$ cat config.mk
export PLATFORM = sky130hd
export DESIGN_NAME = sum_seq_arbiter_flat
export DESIGN_NICKNAME = d
export VERILOG_FILES = /design/src/rtl/sum_seq_pkg.sv /design/src/rtl/sum_seq_arbiter_if.sv /design/src/rtl/sum_seq_arbiter_rr_arb2.sv /design/src/rtl/sum_seq_arbiter.sv /design/src/flat_wrapper.sv
export SDC_FILE = /design/constraint.sdc
export NUM_CORES = 1
export LEC_CHECK = 0
export CORE_MARGIN = 5
export CORE_UTILIZATION = 60
export CTS_BUF_LIST = sky130_fd_sc_hd__clkbuf_4 sky130_fd_sc_hd__clkbuf_8
export DETAILED_ROUTE_END_ITERATION = 16
export PLACE_DENSITY = 0.87
export SLEW_MARGIN = 20
export SYNTH_ARGS = -nofsm -noshare
export SYNTH_HDL_FRONTEND = slang
export SYNTH_HIERARCHICAL = 1
export SYNTH_SLANG_ARGS = --single-unit
$ cat constraint.sdc
create_clock -name clk -period 3 [get_ports clk]
set_input_delay 0.3 -clock clk [delete_from_list [all_inputs] [get_ports clk]]
set_output_delay 0.3 -clock clk [all_outputs]
set_load 0.02 [all_outputs]
$ cat src/rtl/sum_seq_pkg.sv
// Shared encodings and default widths for the sequential sum-of-first-N arbiter.
// Optional overflow flag is controlled by the SUM_OVF_EN macro in the users of this package.
package sum_seq_pkg;

  localparam int DEF_WN = 4;
  localparam int DEF_WS = 7;

  typedef enum logic [1:0] {
    ST_IDLE = 2'd0,
    ST_RUN  = 2'd1,
    ST_DONE = 2'd2
  } state_e;

endpackage

$ cat src/rtl/sum_seq_arbiter_if.sv
// Requester-side bundle of sum_seq_arbiter: two request/operand pairs and the shared result.
// SUM_OVF_EN adds the sticky overflow flag ovf.
interface sum_seq_arbiter_if
  import sum_seq_pkg::*;
#(
  parameter int WN = DEF_WN,
  parameter int WS = DEF_WS
);

  logic          req0;
  logic [WN-1:0] n0;
  logic          req1;
  logic [WN-1:0] n1;
  logic          gnt0;
  logic          gnt1;
  logic          busy;
  logic          owner;
  logic          done0;
  logic          done1;
  logic [WS-1:0] sum;
`ifdef SUM_OVF_EN
  logic          ovf;
`endif

  modport master (
    output req0, n0, req1, n1,
`ifdef SUM_OVF_EN
    input  ovf,
`endif
    input  gnt0, gnt1, busy, owner, done0, done1, sum
  );

  modport slave (
    input  req0, n0, req1, n1,
`ifdef SUM_OVF_EN
    output ovf,
`endif
    output gnt0, gnt1, busy, owner, done0, done1, sum
  );

endinterface

$ cat src/rtl/sum_seq_arbiter_rr_arb2.sv
// Two-way round-robin pick: on contention the requester that was not served last wins.
module rr_arb2 (
  input  logic [1:0] req,
  input  logic       update,
  input  logic       last,
  output logic [1:0] win,
  output logic       last_nxt
);

  logic [1:0] pick;

  always_comb begin
    pick = 2'b00;
    case (req)
      2'b01:   pick = 2'b01;
      2'b10:   pick = 2'b10;
      2'b11:   pick = last ? 2'b01 : 2'b10;
      default: pick = 2'b00;
    endcase
    win      = update ? pick : 2'b00;
    last_nxt = last;
    if (win[0]) begin
      last_nxt = 1'b0;
    end else if (win[1]) begin
      last_nxt = 1'b1;
    end
  end

endmodule

$ cat src/rtl/sum_seq_arbiter.sv
// Shared-adder engine computing 1+2+...+N for one of two round-robin requesters, one add per clock.
// Define SUM_OVF_EN to add a sticky carry-out flag (bus.ovf) cleared at each acceptance.
module sum_seq_arbiter
  import sum_seq_pkg::*;
#(
  parameter int WN = DEF_WN,
  parameter int WS = DEF_WS
) (
  input logic              clk,
  input logic              rst_n,
  sum_seq_arbiter_if.slave bus
);

  state_e        state_q, state_d;
  logic [WN-1:0] nreg_q, nreg_d;
  logic [WN:0]   cnt_q, cnt_d;
  logic [WS-1:0] acc_q, acc_d;
  logic [WS-1:0] sum_q, sum_d;
  logic          gnt0_q, gnt0_d;
  logic          gnt1_q, gnt1_d;
  logic          done0_q, done0_d;
  logic          done1_q, done1_d;
  logic          busy_q, busy_d;
  logic          owner_q, owner_d;
  logic          last_q, last_d;
  logic          arb_update;
  logic [1:0]    win;
`ifdef SUM_OVF_EN
  logic          ovf_q, ovf_d;
  logic [WS:0]   add_ext;
`endif

  // Arbitration only happens from IDLE; DONE deliberately lets the finished job drain first.
  assign arb_update = (state_q == ST_IDLE) && (bus.req0 || bus.req1);

  rr_arb2 u_arb (
    .req      ({bus.req1, bus.req0}),
    .update   (arb_update),
    .last     (last_q),
    .win      (win),
    .last_nxt (last_d)
  );

  always_comb begin
    state_d = state_q;
    nreg_d  = nreg_q;
    cnt_d   = cnt_q;
    acc_d   = acc_q;
    sum_d   = sum_q;
    owner_d = owner_q;
    gnt0_d  = 1'b0;
    gnt1_d  = 1'b0;
    done0_d = 1'b0;
    done1_d = 1'b0;
`ifdef SUM_OVF_EN
    ovf_d   = ovf_q;
    add_ext = {1'b0, acc_q} + (WS+1)'(cnt_q);
`endif
    case (state_q)
      ST_IDLE: begin
        if (arb_update) begin
          owner_d = win[1];
          nreg_d  = win[1] ? bus.n1 : bus.n0;
          acc_d   = '0;
          cnt_d   = (WN+1)'(1);
          gnt0_d  = win[0];
          gnt1_d  = win[1];
          state_d = ST_RUN;
`ifdef SUM_OVF_EN
          ovf_d   = 1'b0;
`endif
        end
      end
      ST_RUN: begin
        // cnt is one bit wider than N so that N at its maximum still terminates.
        if (cnt_q <= {1'b0, nreg_q}) begin
`ifdef SUM_OVF_EN
          acc_d = add_ext[WS-1:0];
          if (add_ext[WS]) begin
            ovf_d = 1'b1;
          end
`else
          acc_d = acc_q + WS'(cnt_q);
`endif
          cnt_d = cnt_q + (WN+1)'(1);
        end else begin
          sum_d   = acc_q;
          done0_d = ~owner_q;
          done1_d = owner_q;
          state_d = ST_DONE;
        end
      end
      ST_DONE: state_d = ST_IDLE;
      default: state_d = ST_IDLE;
    endcase
    busy_d = (state_d != ST_IDLE);
  end

  always_ff @(posedge clk or negedge rst_n) begin
    if (!rst_n) begin
      state_q <= ST_IDLE;
      nreg_q  <= '0;
      cnt_q   <= '0;
      acc_q   <= '0;
      sum_q   <= '0;
      gnt0_q  <= 1'b0;
      gnt1_q  <= 1'b0;
      done0_q <= 1'b0;
      done1_q <= 1'b0;
      busy_q  <= 1'b0;
      owner_q <= 1'b0;
      last_q  <= 1'b1;
`ifdef SUM_OVF_EN
      ovf_q   <= 1'b0;
`endif
    end else begin
      state_q <= state_d;
      nreg_q  <= nreg_d;
      cnt_q   <= cnt_d;
      acc_q   <= acc_d;
      sum_q   <= sum_d;
      gnt0_q  <= gnt0_d;
      gnt1_q  <= gnt1_d;
      done0_q <= done0_d;
      done1_q <= done1_d;
      busy_q  <= busy_d;
      owner_q <= owner_d;
      last_q  <= last_d;
`ifdef SUM_OVF_EN
      ovf_q   <= ovf_d;
`endif
    end
  end

  assign bus.gnt0  = gnt0_q;
  assign bus.gnt1  = gnt1_q;
  assign bus.done0 = done0_q;
  assign bus.done1 = done1_q;
  assign bus.busy  = busy_q;
  assign bus.owner = owner_q;
  assign bus.sum   = sum_q;
`ifdef SUM_OVF_EN
  assign bus.ovf   = ovf_q;
`endif

endmodule

$ cat src/flat_wrapper.sv
// flat-port wrapper written by rule: the top's interface ports become plain ports
module sum_seq_arbiter_flat import sum_seq_pkg::*;
#(
  parameter int WN = DEF_WN,
  parameter int WS = DEF_WS
)
  (clk, rst_n, bus_req0, bus_n0, bus_req1, bus_n1, bus_gnt0, bus_gnt1, bus_busy, bus_owner, bus_done0, bus_done1, bus_sum);
  sum_seq_arbiter_if #(.WN(WN), .WS(WS)) bus_i ();
  input logic clk;
  input logic rst_n;
  input wire logic [$bits(bus_i.req0)-1:0] bus_req0;
  input wire logic [$bits(bus_i.n0)-1:0] bus_n0;
  input wire logic [$bits(bus_i.req1)-1:0] bus_req1;
  input wire logic [$bits(bus_i.n1)-1:0] bus_n1;
  output wire logic [$bits(bus_i.gnt0)-1:0] bus_gnt0;
  output wire logic [$bits(bus_i.gnt1)-1:0] bus_gnt1;
  output wire logic [$bits(bus_i.busy)-1:0] bus_busy;
  output wire logic [$bits(bus_i.owner)-1:0] bus_owner;
  output wire logic [$bits(bus_i.done0)-1:0] bus_done0;
  output wire logic [$bits(bus_i.done1)-1:0] bus_done1;
  output wire logic [$bits(bus_i.sum)-1:0] bus_sum;
  assign bus_i.req0 = bus_req0;
  assign bus_i.n0 = bus_n0;
  assign bus_i.req1 = bus_req1;
  assign bus_i.n1 = bus_n1;
  assign bus_gnt0 = bus_i.gnt0;
  assign bus_gnt1 = bus_i.gnt1;
  assign bus_busy = bus_i.busy;
  assign bus_owner = bus_i.owner;
  assign bus_done0 = bus_i.done0;
  assign bus_done1 = bus_i.done1;
  assign bus_sum = bus_i.sum;
  sum_seq_arbiter #(.WN(WN), .WS(WS)) u_core (.clk(clk), .rst_n(rst_n), .bus(bus_i));
endmodule
* Word-level counts from Yosys, hierarchy flattened
Cells that the tools add are included.
** Word-level totals
- Latch bits :: 0
- Bits in read-only memories :: 0
- Memories :: 0
- Bits of input ports :: 12
- Register bits :: 32
- Memory bits (writable) :: 0
** Cells by class
- Bitwise logic cells :: 2
- Multiply operators :: 0
- Div/mod/pow operators :: 0
- Reductions and logical operators :: 9
- Magnitude comparators :: 1
- Muxes and demuxes :: 23
- Eq/ne operators :: 6
- Shift operators :: 0
- Add/subtract/negate cells :: 2
** Operators with widths (count)
- $mux 7 :: 2
- $pmux 7 s2 :: 1
- $mux 1 :: 10
- $mux 5 :: 2
- $pmux 5 s2 :: 1
- $mux 2 :: 4
- $add 7x5->7 :: 1
- $pmux 2 s3 :: 1
- $reduce_bool 2->1 :: 3
- $add 5x1->5 const B :: 1
- $le 5x4->1 :: 1
- $eq 2x1->1 const B :: 2
- $eq 2x2->1 const B :: 2
- $mux 4 :: 1
- $pmux 2 s2 :: 1
- $reduce_and 2->1 :: 2
- $reduce_and 3->1 :: 1
- $logic_not 2->1 :: 1
- $ne 2x1->1 const B :: 1
- $ne 2x2->1 const B :: 1
- $not 1->1 :: 2
- $logic_and 1x1->1 :: 1
- $logic_or 1x1->1 :: 1

* Longest topological paths before layout
Gate-level depths: netlist (run 1).
- Word-level depth :: 5
- Mapped depth :: 8
- Depth with buffers taken out :: 7

* Cells and area by module
Netlist (run 1), hierarchy kept.
** Modules (own cells, without submodules)
- sum_seq_arbiter :: times used 1, cells each 146, area each 1669.1 sq um
- rr_arb2 :: times used 1, cells each 7, area each 36.3 sq um

* Least setup slack after synthesis (run 1)
No wires, ideal clock.
- Kind :: register -> register
- Start point :: reg u_core.cnt_q[2]
- End point :: reg u_core.sum_q[0] (netlist: u_core/bus.sum[0])
- Data arrival time :: 1.616 ns
- Required time :: 2.875 ns
- Stages on the path, launching flop included :: 7
- Buffers on the path :: 0
- Path slack :: 1.259 ns
- Cells stage by stage :: dfrtp_1 -> ha_1 -> and3_2 -> nand3b_1 -> nand2_2 -> nor2_8 -> mux2_4
** Between the ends
- Word-level cells in the longest chain between the ends :: 3
** RTL lines
- start: declaration :: line sum_seq_arbiter.sv:16 : logic [WN:0] cnt_q, cnt_d;
- start signal: assignment :: line sum_seq_arbiter.sv:119 : cnt_q <= cnt_d;
- $le 5x4->1 :: line sum_seq_arbiter.sv:76 : if (cnt_q <= {1'b0, nreg_q}) begin
- $not 1->1 (no source line)
- $reduce_and 2->1 (no source line)
- end signal: assignment :: line sum_seq_arbiter.sv:121 : sum_q <= sum_d;
- end: declaration :: line sum_seq_arbiter.sv:18 : logic [WS-1:0] sum_q, sum_d;
No other way between the ends.
A chain may end at the register's enable or synchronous reset.

* Worst setup path in the final report (run 1)
- Start point :: reg u_core.state_q[1]
- End point :: reg u_core.cnt_q[3]
** Between the ends
- Word-level cells in the longest chain between the ends :: 4
- Elaborated cells between the ends (all ways) :: 8
- Classes of those cells :: 3 x eq/ne; 1 x mux; 4 x reduce/logical
** RTL lines
- start: declaration :: line sum_seq_arbiter.sv:14 : state_e state_q, state_d;
- start signal: assignment :: line sum_seq_arbiter.sv:117 : state_q <= state_d;
- $logic_not 2->1 :: line sum_seq_arbiter.sv:34, sum_seq_arbiter.sv:59
- $logic_and 1x1->1 :: line sum_seq_arbiter.sv:34 : assign arb_update = (state_q == ST_IDLE) && (bus.req0 || bus.req1);
- $ne 2x2->1 (no source line)
- $reduce_and 3->1 (no source line)
Parallel ways exist; a longest one is shown, timed or not.

==> metrics.csv, run 1 <==
stage;metric;value;unit
setup_path;crit path kind;reg -> reg;
global_routing;Total Routing Usage GR;0.1868;
clock_tree;Resize count post-CTS;0;
global_routing;largest net degree at the start of global routing;33;
clock_tree;CTS Buffer Depth;2;
power_and_ir_drop;combinational share of power;0.509;
synth;Yosys warning total;6;
die;Die X;63.32;um
setup_path;worst r2r src;u_core/state_q[1];
timing;setup TNS;0;ns
drt;drc violations;0;
setup_path;Reg2Reg Setup Slack;1.00;ns
drt;highest metal used;met4;
setup_path;Crit path depth;5;
setup_path;Buf/Inv on CP;0;
synth;netlist area before placement;1705;sq um
placement;RePlAce Congestion;0.8373;
setup_path;slowest cell on the critical path;nor2b_1;
power_and_ir_drop;Internal Dissipation;1193;uW
finish;share of cells above drive strength 1;0.1657;
setup_path;CP Launch Point;u_core/state_q[1];
placement;# port buffers;24;
die;total core area;2734;sq um
setup_path;reg2reg path depth;5;
worst_hold_path;HP Class;in -> async;
die;Die H;63.32;um
timing;Final Max Tran Viols;0;
timing;final setup vio count;0;
clock_tree;clock latency on the worst-skew pair;0.34;ns
setup_path;crit-path cells;nor2b_1, nand4_2, nand3_4, a21boi_0, a21o_1;
drt;via count;1189;
clock_tree;CTS tree;yes;
status;run status;complete, no violations;
timing;clk_skew;0.009239;ns
synth;Adder-Cell Fraction of Synth Area;0.08511;
clock_tree;cts hold-fix bufs;0;
drt;drt pass-1 iters;4;
synth;FF+latch count, synth;32;
power_and_ir_drop;Sw Ratio;0.4233;
synth;top cell type's share of synthesized area;0.4549;
placement;post-DP HPWL;2.342;mm
finish;most common cell after layout, fill and taps aside;dfrtp_1;
job;Max Cap Viol;0;
synth;Post-synth EDFFs;0;
drt;met2 WL post-DR;1.562;mm
synth;XOR/XNOR share of the synthesized area;0.01027;
drt;vias per std cell;5.608;
synth;complex-gate fraction of the synthesized area;0.1313;
die;Core Rows;19;
timing;Max transition margin;0.4842;
finish;most frequent cells in the layout;31 x dfrtp_1, 24 x clkdlybuf4s50_1, 14 x nand2_1;
synth;top cells by area, synth;dfrtp_1 45%, ha_1 7.3%, mux2_4 6.2%;
timing;f_max;0.5012;GHz
drt;met1 WL;1.469;mm
global_routing;total grt overflow;0;
timing;setup repair after global routing missed its margin;no;
power_and_ir_drop;Worst VDD drop;0.7401;mV
die;I/O Pins;25;
synth;Syn Area/Cell;11.15;sq um
finish;final core utilization;0.7451;
drt;post-route antenna net violation count;0;
power_and_ir_drop;Clock Power Share;0.161;
setup_path;Worst Path Arrival;2.23;ns
setup_path;CP endpoint kind;flop;
synth;largest family of logic cells by synthesized area;simple AND/OR/NAND/NOR gates;
clock_tree;Reg clk slew, reported paths;0.10;ns
die;die area;4009;sq um
timing;measured slew at the worst slew-check pin;0.7720;ns
timing;Tcrit/Tclk final;0.6651;
synth;mux cell area share after synthesis;0.09098;
synth;cell taking the most area after synthesis;dfrtp_1;
clock_tree;Clock Sinks;32;
global_routing;first-pass GRT wire length;5.775;mm
drt;final WL;3.267;mm
synth;syn nets;176;
setup_path;Critical Path RT;3.24;ns
setup_path;reg2reg end;u_core/cnt_q[3];
finish;Nets;203;
timing;final hold vios;0;
global_routing;vias in the first global route;1234;
setup_path;worst setup path end;u_core/cnt_q[3];
clock_tree;CTS buffer count;5;
placement;setup slack at placement;0.7391;ns
drt;DR WL met3;186;um
synth;post-synthesis async set-or-reset flop share;1.000;
placement;placed cell areas;1957;sq um
synth;post-synthesis instance total;153;
finish;Antenna diodes;0;
finish;Layout fillers;199;
setup_path;Worst Path Max Fanout;16;
timing;minimum clock period;1.995;ns
die;Starting Density;0.6238;
finish;fin area;2037;sq um
setup_path;Slowest Stage Delay on Critical Path;0.61;ns
timing;Final WS setup;1.005;ns
power_and_ir_drop;switching pwr;875.4;uW
global_routing;initial antenna violation count;0;
synth;Top FF cell, synth;dfrtp_1;
synth;Simple-Gate Fraction of Synth Area;0.1673;
clock_tree;Max H-tree Level;2;
synth;count of different cell masters after synthesis;45;
power_and_ir_drop;PwrDens;1015;nW/um^2
drt;Avg WL per Cell;15.41;um
drt;Initial DRC Count;74;
synth;register area share after synthesis;0.4703;
power_and_ir_drop;Leak;0.001041;uW
finish;Synth-to-Final Area Change;19.44;%
clock_tree;setup bufs post-CTS;0;
power_and_ir_drop;power share of the sequential group;0.330;
setup_path;critical path's top delay family;simple AND/OR/NAND/NOR gates;
clock_tree;Root Driver;clkbuf_4;
setup_path;Startpoint Class;flop;
## through the flow
stage / hold slack (ns) / power, uW / std cells
after floorplan: 0.004409 / 1501 / 153
after global placement: 0.4756 / 1684 / 204
after detailed placement: 0.4824 / 1737 / 204
after CTS: 0.3457 / 2083 / 212
after global routing: 0.3629 / 2230 / 212
final: 0.3355 / 2068 / 212
## layout make-up
cell class	instances	area, sq um	area share
clock buffer	6	45.04	0.02211
sequential	32	802.0	0.3937
timing repair buffer	25	247.7	0.1216
inverter	11	41.29	0.02027
tap	31	38.79	0.01904
multi-input combinational	105	827.0	0.4060
clock inverter	2	35.03	0.01720
## power by group through the flow
| stage | Sequential [uW] | Clock [uW] | Combinational [uW] |
|---|---|---|---|
| 2_1_floorplan | 719 | 0 | 782 |
| 3_3_place_gp | 685 | 0 | 999 |
| 3_5_place_dp | 690 | 0 | 1050 |
| 4_1_cts | 683 | 338 | 1060 |
| 5_1_grt | 703 | 370 | 1160 |
| 6_report | 684 | 333 | 1050 |
## cell usage after synthesis (2+ instances only)
| master | instances |
|---|---|
| nor2_1 | 5 |
| clkbuf_1 | 2 |
| mux2_4 | 7 |
| a21oi_2 | 2 |
| ha_1 | 10 |
| nand2_1 | 14 |
| a21o_1 | 4 |
| mux2i_1 | 5 |
| dfrtp_1 | 31 |
| nand3_1 | 11 |
| a21oi_1 | 5 |
| o21ai_1 | 6 |
| o21ai_2 | 2 |
| and2_1 | 3 |
| o21ai_0 | 6 |
| inv_1 | 11 |
## per-layer routing
metal  vias to the layer above  track usage
met5                         -            0
met2                        24       0.2846
met3                         4      0.08171
met4                         0      0.07013
li1                        596            -
met1                       565       0.2338
## worst min-delay path by stage
stage                     slack, ns          endpoint             start
after global routing           0.36  u_core/nreg_q[3]             rst_n
after floorplan               0.004   u_core/acc_q[0]             rst_n
after global placement         0.48  u_core/nreg_q[2]  u_core/nreg_q[2]
after CTS                      0.35   u_core/bus.gnt1             rst_n
after detailed placement       0.48  u_core/nreg_q[2]  u_core/nreg_q[2]
final                          0.34   u_core/bus.gnt1             rst_n
## worst register-to-register path, stage by stage (launching register included)
cell	delay, ns
dfrtp_1	0.41
nor2b_1	0.61
nand4_2	0.26
nand3_4	0.28
a21boi_0	0.15
a21o_1	0.17
## registers in the layout, summed over array words and instances, names as in the netlist
register,flops
u_core/acc_q,7
u_core/bus.sum,7
u_core/cnt_q,5
u_core/nreg_q,4
u_core/state_q,2
u_core/bus.busy,1
u_core/bus.done0,1
u_core/bus.done1,1
u_core/bus.gnt0,1
u_core/bus.gnt1,1
u_core/bus.owner,1
u_core/last_q,1
## cells by family (layout without fill, tap and decap cells)
logic type	count (synthesis)	after routing
and+or+nand+nor	47	47
AOI/OAI and AO/OA	33	33
DFF	32	32
buffers and inverters	16	44
muxes	12	12
adders and majority gates	11	11
xor gates and xnor gates	2	2
Power figures use the tool's default switching activity.
==> inputs of run 2 (changes only) <==
--- a/config.mk
+++ b/config.mk
@@ -6,10 +6,10 @@
 export NUM_CORES = 1
 export LEC_CHECK = 0
 export CORE_MARGIN = 5
-export CORE_UTILIZATION = 60
+export CORE_UTILIZATION = 56
 export CTS_BUF_LIST = sky130_fd_sc_hd__clkbuf_4 sky130_fd_sc_hd__clkbuf_8
 export DETAILED_ROUTE_END_ITERATION = 16
-export PLACE_DENSITY = 0.87
+export PLACE_DENSITY = 0.82
 export SLEW_MARGIN = 20
 export SYNTH_ARGS = -nofsm -noshare
 export SYNTH_HDL_FRONTEND = slang
==> constraint.sdc (replaced) <==
create_clock -name clk -period 1.9 [get_ports clk]
set_input_delay 0.19 -clock clk [delete_from_list [all_inputs] [get_ports clk]]
set_output_delay 0.19 -clock clk [all_outputs]
set_load 0.02 [all_outputs]
==> run 2 against run 1 <==
  * Sequential power grew 54%
  * First-iteration DRC count shrank 2.7%
  * Cell count grew 8.0%
  * Non-clock buffer count grew 14
  * Register-to-register slack lost 0.97 ns
  * Die area grew 6.0%
  * Core utilization shrank 1.2 points
  * Combinational power grew 100%
  * Sequential cell count is the same
  * Fmax grew 7.1%
  * Largest cell class unchanged
==> metrics.csv, run 2 (synthesis results as in run 1) <==
stage;metric;value;unit;change
status;run status;complete, no violations;;
clock_tree;Clock Sinks;32;;unchanged
clock_tree;CTS tree;yes;;
clock_tree;CTS buffer count;5;;unchanged
power_and_ir_drop;Pwr Total;3703;uW;+79%
timing;final hold vios;0;;unchanged
die;Die X;65.19;um;+3.0%
setup_path;crit path kind;reg -> reg;;
timing;hold slack;0.2350;ns;-0.1005 ns
finish;most common cell after layout, fill and taps aside;dfrtp_1;;
timing;Final Max Tran Viols;0;;unchanged
die;Die H;65.19;um;+3.0%
global_routing;vias in the first global route;1244;;+0.81%
placement;# port buffers;24;;unchanged
finish;final core utilization;0.7332;;-0.01189
die;Core Rows;20;;+1
die;total core area;2978;sq um;+8.9%
timing;minimum clock period;1.863;ns;-0.1318 ns
clock_tree;Max H-tree Level;2;;unchanged
global_routing;Total Routing Usage GR;0.1838;;-0.002931
job;Max Cap Viol;0;;unchanged
drt;via count;1296;;+9.0%
drt;final WL;3.725;mm;+14%
die;I/O Pins;25;;unchanged
clock_tree;clock latency on the worst-skew pair;0.34;ns;about the same
timing;measured slew at the worst slew-check pin;0.6263;ns;-0.1458 ns
clock_tree;CTS Buffer Depth;2;;unchanged
global_routing;first-pass GRT wire length;5.768;mm;-0.12%
setup_path;Critical Path RT;2.17;ns;-1.07 ns
power_and_ir_drop;Worst VDD drop;0.9402;mV;+27%
global_routing;largest net degree at the start of global routing;33;;unchanged
drt;post-route antenna net violation count;0;;unchanged
setup_path;CP endpoint kind;flop;;
finish;share of cells above drive strength 1;0.2551;;+0.08936
drt;vias per std cell;5.659;;+0.91%
drt;Initial DRC Count;72;;-2.7%
drt;drt pass-1 iters;4;;unchanged
finish;fin area;2183;sq um;+7.2%
placement;placed cell areas;2012;sq um;+2.8%
placement;post-DP HPWL;2.475;mm;+5.7%
setup_path;Worst Path Arrival;2.14;ns;-0.09 ns
drt;Avg WL per Cell;16.27;um;+5.6%
clock_tree;cts hold-fix bufs;0;;unchanged
setup_path;Worst Path Max Fanout;8;;-8
timing;setup TNS;0;ns;unchanged
finish;Layout fillers;198;;-0.50%
global_routing;total grt overflow;0;;unchanged
drt;drc violations;0;;unchanged
die;die area;4249;sq um;+6.0%
power_and_ir_drop;Leak;0.001110;uW;+6.6%
timing;Max transition margin;0.5825;;+0.09824
timing;f_max;0.5367;GHz;+7.1%
timing;clk_skew;0.005386;ns;-0.003853 ns
finish;most frequent cells in the layout;30 x dfrtp_1, 24 x clkdlybuf4s50_1, 15 x buf_4;;
finish;Synth-to-Final Area Change;28.03;%;
global_routing;initial antenna violation count;0;;unchanged
clock_tree;Root Driver;clkbuf_4;;
clock_tree;Reg clk slew, reported paths;0.10;ns;about the same
power_and_ir_drop;PwrDens;1696;nW/um^2;+67%
worst_hold_path;HP Class;in -> async;;
finish;Nets;218;;+7.4%
timing;final setup vio count;0;;unchanged
setup_path;Startpoint Class;flop;;
die;Starting Density;0.5727;;-0.05111
placement;RePlAce Congestion;0.8754;;+4.6%
finish;Antenna diodes;0;;unchanged
timing;Tcrit/Tclk final;0.9807;;+0.3157
## run 2: cell types whose count changed in the layout (fill, tap and decap cells not counted), sizes merged
cell,before,now
buf,1,15
nor2,6,7
## run 2: power breakdown
part	switching [uW]	internal (uW)	total, uW	leakage, uW
Combinational	1160	957	2120	0.000647
Sequential	148	905	1050	0.000418
Clock	240	290	530	0.0000456
## run 2: critical path: stages (launching register included)
cell	delay, ns
dfrtp_1	0.39
inv_1	0.10
ha_4	0.23
a211oi_2	0.31
nand4_2	0.22
nand3_4	0.21
buf_4	0.17
nand3_1	0.09
o21ai_1	0.08
## run 2: cell type report
type	instances	area, sq um	share of cell area
Timing Repair Buffer	39	352.8	0.1616
Sequential cell	32	803.3	0.3679
Clock buffer	6	45.04	0.02063
Multi-Input combinational cell	106	864.6	0.3960
Inverter	11	41.29	0.01891
Tap cell	33	41.29	0.01891
Clock inverter	2	35.03	0.01605
## run 2: worst paths after layout
check | from | to | cells past startpoint | slack (ns)
max in group asynchronous | rst_n | u_core/last_q | 2 | 1.34
max | u_core/nreg_q[3] | u_core/acc_q[1] | 8 | 0.04
min | rst_n | u_core/bus.gnt0 | 2 | 0.23
min reg2reg | u_core/bus.owner | u_core/bus.done0 | 1 | 0.49
max reg2reg | u_core/nreg_q[3] | u_core/acc_q[1] | 8 | 0.04
min in group clk | bus_n0[2] | u_core/nreg_q[2] | 3 | 0.48
## run 2: what timing repair did
item / CTS / global route
setup endpoints to repair: 1 / 14
pin swaps: 0 / 5
buffers inserted: 1 / 6
resized for setup: 1 / 5
cloned: 0 / 1
## run 2: through the flow
stage / instances / setup slack [ns]
after CTS: 222 / 0.02816
after detailed placement: 213 / -0.02516
after floorplan: 153 / 0.1593
final: 229 / 0.03660
after global routing: 229 / -0.04506
after global placement: 213 / 0.09363
## run 2: per-layer routing
| layer | track usage | vias to the layer above | wire (um) |
|---|---|---|---|
| met2 | 0.2705 | 28 | 1849 |
| met1 | 0.2317 | 639 | 1643 |
| met3 | 0.07009 | 6 | 170 |
| met4 | 0.1010 | 0 | 62 |
| met5 | 0 | - | 0 |
| li1 | - | 623 | - |
==> inputs of run 3 (changes only) <==
--- a/config.mk
+++ b/config.mk
@@ -9,7 +9,9 @@
 export CORE_UTILIZATION = 56
 export CTS_BUF_LIST = sky130_fd_sc_hd__clkbuf_4 sky130_fd_sc_hd__clkbuf_8
 export DETAILED_ROUTE_END_ITERATION = 16
+export GPL_TIMING_DRIVEN = 0
 export PLACE_DENSITY = 0.82
+export SKIP_LAST_GASP = 1
 export SLEW_MARGIN = 20
 export SYNTH_ARGS = -nofsm -noshare
 export SYNTH_HDL_FRONTEND = slang
==> run 3 against run 2 <==
  * Die area is the same
  * Worst hold slack better by 0.20 ns
  * Largest cell class unchanged
  * Highest routed layer unchanged
  * Cell count decreased by 0.44%
  * Critical endpoint is now u_core/bus.sum[0]
==> metrics.csv, run 3 (synthesis results as in run 1) <==
stage;metric;value;unit;change
status;run status;complete, no violations;;
placement;setup slack at placement;-0.06489;ns;-0.03972 ns
drt;Avg WL per Cell;17.20;um;+5.8%
finish;Nets;217;;-0.46%
setup_path;crit path kind;reg -> reg;;
drt;drt pass-1 iters;4;;unchanged
global_routing;vias in the first global route;1336;;+7.4%
timing;f_max;0.5270;GHz;-1.8%
setup_path;Startpoint Class;flop;;
die;I/O Pins;25;;unchanged
clock_tree;Max H-tree Level;2;;unchanged
setup_path;Worst Path Arrival;2.12;ns;-0.02 ns
timing;final setup vio count;0;;unchanged
finish;most frequent cells in the layout;27 x dfrtp_1, 23 x clkdlybuf4s50_1, 14 x nand2_1;;
clock_tree;CTS Buffer Depth;2;;unchanged
power_and_ir_drop;PwrDens;1697;nW/um^2;about the same
timing;Final WS setup;0.002464;ns;-0.03414 ns
placement;RePlAce Congestion;0.8653;;-1.2%
finish;Post-Layout Cell Count;228;;-0.44%
drt;final WL;3.922;mm;+5.3%
finish;fin area;2185;sq um;about the same
finish;Synth-to-Final Area Change;28.10;%;about the same
timing;measured slew at the worst slew-check pin;0.6784;ns;+0.05211 ns
global_routing;largest net degree at the start of global routing;33;;unchanged
die;total core area;2978;sq um;unchanged
placement;placed cell areas;1982;sq um;-1.5%
clock_tree;Clock Sinks;32;;unchanged
timing;minimum clock period;1.898;ns;+0.03414 ns
job;Max Cap Viol;0;;unchanged
global_routing;initial antenna violation count;0;;unchanged
drt;vias per std cell;5.934;;+4.9%
finish;most common cell after layout, fill and taps aside;dfrtp_1;;
global_routing;total grt overflow;0;;unchanged
die;Die X;65.19;um;unchanged
placement;# placed instances;210;;-1.4%
power_and_ir_drop;Worst VDD drop;0.8851;mV;-5.9%
drt;post-route antenna net violation count;0;;unchanged
power_and_ir_drop;Leak;0.001091;uW;-1.8%
drt;via count;1353;;+4.4%
drt;Initial DRC Count;55;;-24%
clock_tree;CTS buffer count;5;;unchanged
clock_tree;CTS tree;yes;;
timing;Tcrit/Tclk final;0.9987;;+0.01797
clock_tree;clock latency on the worst-skew pair;0.33;ns;about the same
timing;Final Max Tran Viols;0;;unchanged
die;Starting Density;0.5727;;unchanged
setup_path;CP endpoint kind;flop;;
die;die area;4249;sq um;unchanged
drt;drc violations;0;;unchanged
die;Die H;65.19;um;unchanged
timing;clk_skew;0.008514;ns;+0.003128 ns
timing;hold slack;0.4327;ns;+0.1978 ns
clock_tree;Root Driver;clkbuf_4;;
worst_hold_path;HP Class;in -> async;;
global_routing;Total Routing Usage GR;0.1859;;+0.002057
setup_path;Worst Path Max Fanout;3;;-5
finish;share of cells above drive strength 1;0.2615;;+0.006436
clock_tree;Reg clk slew, reported paths;0.09;ns;about the same
timing;Max transition margin;0.5477;;-0.03474
placement;post-DP HPWL;2.498;mm;+0.90%
finish;Antenna diodes;0;;unchanged
die;Core Rows;20;;unchanged
power_and_ir_drop;Pwr Total;3707;uW;about the same
timing;final hold vios;0;;unchanged
placement;# port buffers;24;;unchanged
setup_path;Critical Path RT;2.12;ns;-0.05 ns
global_routing;first-pass GRT wire length;6.030;mm;+4.5%
[run 3: cell types whose count changed in the layout (fill, tap and decap cells not counted), moves of 2 or more]
cell,change
ha_4,+2
dfrtp_2,+3
clkbuf_2,+2
ha_1,-2
buf_4,-6
dfrtp_1,-3
[run 3: area by class of cell]
cell class | count | area [sq um]
plain buffers | 5 | 36.28
well taps | 33 | 41.29
fillers | 198 | 793.3
clock buffers | 8 | 66.31
inverters | 11 | 41.29
repair buffers | 33 | 305.3
flip-flops and latches | 32 | 807.0
multi-input cells | 106 | 887.1
[run 3: repair_timing]
action | in CTS | in global routing
setup endpoints to repair | 8 | 13
hold endpoints to repair | 31 | 0
hold buffers | 1 | 0
pin swaps | 2 | 6
resized for setup | 5 | 7
buffers inserted | 2 | 6
gates cloned | 1 | 0
[run 3: where the power goes]
part	switching, uW	internal (uW)
Combinational	1210	991
Clock	213	211
Sequential	175	909
[run 3: worst max-delay path, stage by stage, from the launching register on]
cell      delay [ns]
dfrtp_1         0.36
inv_1           0.07
ha_1            0.35
and3_4          0.22
nand3b_1        0.17
nand2_4         0.12
nor2_4          0.19
mux2_4          0.32
[run 3: per-stage QoR]
step | setup TNS [ns] | utilization
3_5_place_dp | -0.3549 | 0.6655
3_3_place_gp | 0 | 0.6672
5_1_grt | -0.2222 | 0.7336
2_1_floorplan | 0 | -
6_report | 0 | 0.7336
4_1_cts | 0 | 0.7034
[run 3: worst paths after layout]
kind	from	endpoint	slack [ns]	depth (start not counted)
max	u_core/nreg_q[2]	u_core/bus.sum[0]	0.002	7
min	rst_n	u_core/bus.gnt0	0.43	2
max reg2reg	u_core/nreg_q[2]	u_core/bus.sum[0]	0.002	7
min reg2reg	u_core/bus.owner	u_core/bus.done0	0.50	1
max in group asynchronous	rst_n	u_core/cnt_q[2]	0.98	2
min in group clk	bus_req1	u_core/last_q	0.49	3
[run 3: metal layers]
layer / GRT usage / up-vias / wire (um) / share of wire
met5: 0 / - / 0 / 0
met4: 0.07513 / 0 / 93 / 0.024
met3: 0.05470 / 12 / 151 / 0.039
met2: 0.3249 / 39 / 2052 / 0.52
met1: 0.2113 / 681 / 1625 / 0.41
li1: - / 621 / - / -
